$ cat src/rtl/servo_sched4.sv
// Four-channel servo frame scheduler: one shared frame/slot counter, per-channel ramped widths.
// Optional feature macro SERVO_SCHED_FREEZE_EN: when defined, freeze suppresses width updates.
module servo_sched4 #(
    parameter int unsigned FRAME_CLKS = 20000,
    parameter int unsigned SLOT_CLKS  = 5000,
    parameter int unsigned STEP       = 10,
    parameter int unsigned MIN_W      = 0,
    parameter int unsigned MAX_W      = 2200,
    parameter int unsigned RESET_W    = 1100
) (
    input  logic        mclk,
    input  logic        rst,
    input  logic        wr_valid,
    output logic        wr_ready,
    input  logic [1:0]  wr_ch,
    input  logic [11:0] wr_target,
    input  logic        freeze,
    input  logic [1:0]  mon_ch,
    output logic [11:0] mon_width,
    output logic [3:0]  pwm,
    output logic [3:0]  busy,
    output logic        frame_tick
);

    localparam int unsigned SCW = ($clog2(SLOT_CLKS) > 12) ? $clog2(SLOT_CLKS) : 12;
    localparam logic [SCW-1:0]     SLOT_LAST = SCW'(SLOT_CLKS - 1);
    localparam logic signed [12:0] STEP_S    = 13'(STEP);
    localparam logic [11:0]        MIN_V     = 12'(MIN_W);
    localparam logic [11:0]        MAX_V     = 12'(MAX_W);
    localparam logic [11:0]        RESET_V   = 12'(RESET_W);

    if (4 * SLOT_CLKS != FRAME_CLKS) begin : g_bad_slot
        $error("servo_sched4: FRAME_CLKS must equal 4*SLOT_CLKS");
    end
    if (MAX_W >= SLOT_CLKS) begin : g_bad_max
        $error("servo_sched4: MAX_W must be below SLOT_CLKS");
    end

    // Frame position is held as (slot, slot_cnt) so no divider is needed.
    logic [1:0]         slot;
    logic [SCW-1:0]     slot_cnt;
    logic [11:0]        width  [4];
    logic [11:0]        target [4];
    logic [11:0]        next_w [4];
    logic signed [12:0] diff   [4];
    logic [11:0]        wr_clamped;
    logic               upd;
    logic               hold;

    assign upd      = (slot == 2'd3) && (slot_cnt == SLOT_LAST);
    assign wr_ready = !rst && !upd;

`ifdef SERVO_SCHED_FREEZE_EN
    assign hold = freeze;
`else
    logic unused_freeze;
    assign unused_freeze = freeze;
    assign hold = 1'b0;
`endif

    always_comb begin
        if (wr_target <= MIN_V)
            wr_clamped = MIN_V;
        else if (wr_target >= MAX_V)
            wr_clamped = MAX_V;
        else
            wr_clamped = wr_target;
    end

    always_comb begin
        for (int unsigned k = 0; k < 4; k++) begin
            diff[k]   = $signed({1'b0, target[k]}) - $signed({1'b0, width[k]});
            next_w[k] = width[k];
            if (diff[k] <= STEP_S && diff[k] >= -STEP_S)
                next_w[k] = target[k];
            else if (diff[k] > STEP_S)
                next_w[k] = width[k] + 12'(STEP);
            else
                next_w[k] = width[k] - 12'(STEP);
        end
    end

    always_comb begin
        busy = '0;
        for (int unsigned k = 0; k < 4; k++)
            busy[k] = (width[k] != target[k]);
    end

    always_ff @(posedge mclk) begin
        if (rst) begin
            slot       <= '0;
            slot_cnt   <= '0;
            pwm        <= '0;
            frame_tick <= 1'b0;
            mon_width  <= '0;
            for (int unsigned k = 0; k < 4; k++) begin
                width[k]  <= RESET_V;
                target[k] <= RESET_V;
            end
        end else begin
            if (slot_cnt == SLOT_LAST) begin
                slot_cnt <= '0;
                slot     <= slot + 2'd1;
            end else begin
                slot_cnt <= slot_cnt + SCW'(1);
            end

            // Tick lands on frame_cnt == 0 only after a wrap, never on the post-reset frame.
            frame_tick <= upd;

            for (int unsigned k = 0; k < 4; k++)
                pwm[k] <= (slot == 2'(k)) && (slot_cnt < SCW'(width[k]));

            mon_width <= width[mon_ch];

            if (upd && !hold) begin
                for (int unsigned k = 0; k < 4; k++)
                    width[k] <= next_w[k];
            end

            if (wr_valid && wr_ready)
                target[wr_ch] <= wr_clamped;
        end
    end

endmodule

$ cat config.mk
export PLATFORM = sky130hd
export DESIGN_NAME = servo_sched4
export DESIGN_NICKNAME = d
export VERILOG_FILES = /design/src/rtl/servo_sched4.sv
export SDC_FILE = /design/constraint.sdc
export NUM_CORES = 1
export LEC_CHECK = 0
export CAP_MARGIN = 20
export CORE_MARGIN = 5
export CORE_UTILIZATION = 30
export CTS_CLUSTER_SIZE = 30
export DETAILED_ROUTE_END_ITERATION = 12
export GPL_TIMING_DRIVEN = 1
export SLEW_MARGIN = 15
export SYNTH_ARGS = -nofsm -noshare
export SYNTH_HDL_FRONTEND = slang
export SYNTH_SLANG_ARGS = --single-unit
$ cat constraint.sdc
create_clock -name mclk -period 7.1 [get_ports mclk]
set_input_delay 2.13 -clock mclk [delete_from_list [all_inputs] [get_ports mclk]]
set_output_delay 2.13 -clock mclk [all_outputs]
set_load 0.02 [all_outputs]
==> impl_metrics.ini <==
[outcome]
status = completed

[sta]
drv_slew = 0
finClkSkew_ns = 0.0105
setup_slack_ns = 1.27
hold_viol_final = 0
worstMarginPinSlew_ns = 1.12
totalNegativeSetupSlack_ns = 0
finalCriticalPeriod_ns = 5.83
fin_crit_sh_pct = 82.2
finalSetupViolations = 0
maxSlewHeadroom_pct = 24.7
clock.fmax_mhz = 171
rsz0062_at_grt = false

[logic_synthesis]
synth-main-ff-cell = edfxtp_1
ys_ff_latch = 128
avgSynthCellArea_um2 = 9.18
synth_warnings = 0
synth-simple-area-share_pct = 19.6
syn_nets = 1367
synth_cell_types = 85
synth_top_family_by_area = simple AND/OR/NAND/NOR gates
synth_compound_area_share_pct = 18.5
syn_inst = 1206
synthXorXnorAreaFrac_pct = 4.87
synth_area_um2 = 11100
synth_top_area_share_pct = 26.0
synth_top_cell_by_area = edfxtp_1
synth_adder_area_share_pct = 16.5
seq_area_frac_synth_pct = 31.8
async_flop_share_pct = 0
synthMuxAreaShare_pct = 4.09
synthTopCellsByArea = edfxtp_1, ha_1, dfxtp_1
synth_edf_count = 96
synth_most_common_cell = ha_1
synth_top_cells_by_count = ha_1, inv_1, edfxtp_1, nor2_1, nand2_1

[route]
drtIter0Drc = 947
antenna_left = 0
wl_per_cell_um = 19.2
vias = 9546
via_per_inst = 5.55
dr.pass1.iters = 6
drc_errors = 0
routed_wl_mm = 33.1

[place]
place_ws_ns = 1.29
portBuffers = 40
dp_hpwl_mm = 25.3
place_congestion = 0.876

[clock_network]
numCtsBuffers = 17
post_cts_buffers = 0
insertion_delay_ns = 0.43
cts.sinks = 128
clock_path_buffers = 2
path_clk_slew_ns = 0.05
cts_tree = built
h-tree-depth = 4
root_buffer = clkbuf_16
post_cts_resized = 0
cts_hold_buf = 0

[global_route]
grt_max_degree = 30
grt_pass1_wl_mm = 51.2
grt_overflow = 0
grt_pass1_vias = 9140
antenna_found_initial = 0
gr-usage-all-layers_pct = 15.8

[setup_path]
reg2regPathDepth = 21
critical_path_peak_fanout = 3
crit_required_ns = 4.97
cp.arrival_ns = 3.70
start_kind = primary input
crit_type = primary input to primary output
end_kind = primary output
path_cells = clkdlybuf4s50_1, nor2b_1, clkdlybuf4s50_1
critPathTopFamily = buffers and inverters
path_buf_inv = 2
crit_slowest_cell = clkdlybuf4s50_1
critical-path-max-stage-delay_ns = 0.72
cp_common_cell = clkdlybuf4s50_1
ff2ff_setup_slack_ns = 1.55
cp.depth = 3

[cells_and_area]
num-nets-final = 1401
area_growth_pct = 13.9
diodes = 0
nFillCells = 3661
drive_above_1_share_pct = 6.54

[floorplanning]
start_util_pct = 30.3
std_cell_rows = 70
die-area_um2 = 40900
dieHeight_um = 202
die_w_um = 202
core_um2 = 36500
num_io_pins = 42

[power]
p_leak_nw = 5.18
power.density_nw_per_um2 = 181
vdd.ir_drop.worst_uv = 179

[hold_path]
min_path_cells = 1
worstHoldPathType = flip-flop to flip-flop

[run]
maxCapViolCount = 0
==> where the power goes <==
| group | leakage (nW) | internal (mW) | switching (mW) | total (mW) |
|---|---|---|---|---|
| Clock | 0.302 | 0.620 | 0.356 | 0.976 |
| Sequential | 1.19 | 0.827 | 0.0242 | 0.851 |
| Combinational | 3.69 | 0.199 | 0.262 | 0.460 |
| Total | 5.18 | 1.65 | 0.642 | 2.29 |
==> layer usage <==
| metal | share of wire [%] | up-vias | GRT usage (%) |
|---|---|---|---|
| li1 | - | 4551 | - |
| met1 | 46 | 4586 | 22.3 |
| met2 | 45 | 366 | 25.6 |
| met3 | 6.7 | 43 | 2.45 |
| met4 | 1.6 | 0 | 3.76 |
| met5 | 0 | - | 0 |
==> state kept, by name, indices dropped and copies added (netlist names) <==
register    count
pwm             4
target         48
slot            2
slot_cnt       13
width          48
frame_tick      1
mon_width      12
==> kinds of logic after synthesis <==
group / Yosys count
xor gates and xnor gates: 60
AOI/OAI and AO/OA: 301
DFF: 128
muxes: 30
adders and majority gates: 141
buffers and inverters: 131
and+or+nand+nor: 415
==> cell type report <==
cell class	count	area, um2	area share [%]
clock buffer	17	425	3.37
clock inverter	15	215	1.71
tap	468	586	4.64
timing repair buffer	45	438	3.47
inverter	101	379	3.01
multi-input combinational	947	7050	55.9
sequential	128	3520	27.9
==> cells in the final DEF, fill, tap and decap left out, drive strengths merged, types with 9 or more instances in the layout <==
cell / Yosys / routed
a211oi: 10 / 10
a21o: 34 / 34
a21oi: 72 / 72
and2: 12 / 12
and3: 10 / 10
clkbuf: 23 / 17
clkdlybuf4s50: 0 / 40
dfxtp: 32 / 32
edfxtp: 96 / 96
ha: 133 / 133
inv: 100 / 100
mux2i: 16 / 16
mux4: 12 / 12
nand2: 80 / 80
nand2b: 17 / 17
nand3: 31 / 31
nand4: 13 / 13
nor2: 96 / 96
nor2b: 36 / 36
nor3: 36 / 36
nor4: 14 / 14
o211ai: 16 / 16
o21a: 14 / 14
o21ai: 68 / 68
o311ai: 9 / 9
or2: 13 / 13
or3: 24 / 24
or4: 12 / 12
xnor2: 35 / 35
xor2: 24 / 24
==> metrics by stage <==
| step | cell area, um2 | utilization [%] | total power, mW | instances | hold WS, ns |
|---|---|---|---|---|---|
| 2_1_floorplan | 11100 | - | 1.20 | 1206 | 0.453 |
| 3_3_place_gp | 12000 | 32.8 | 1.31 | 1689 | 0.534 |
| 3_5_place_dp | 12000 | 32.8 | 1.32 | 1689 | 0.519 |
| 4_1_cts | 12600 | 34.5 | 2.29 | 1721 | 0.534 |
| 5_1_grt | 12600 | 34.5 | 2.38 | 1721 | 0.597 |
| 6_report | 12600 | 34.5 | 2.29 | 1721 | 0.534 |
==> path summary, 6_finish.rpt <==
| path | from | end |
|---|---|---|
| setup / recovery | rst | wr_ready |
| hold / removal | slot_cnt[0]$_SDFF_PP0_ | slot_cnt[0]$_SDFF_PP0_ |
| setup reg to reg | width[3][0]$_SDFFCE_PN0P_ | width[3][11]$_SDFFCE_PN0P_ |
| hold reg to reg | slot_cnt[0]$_SDFF_PP0_ | slot_cnt[0]$_SDFF_PP0_ |
(Power assumes the default switching activity.)
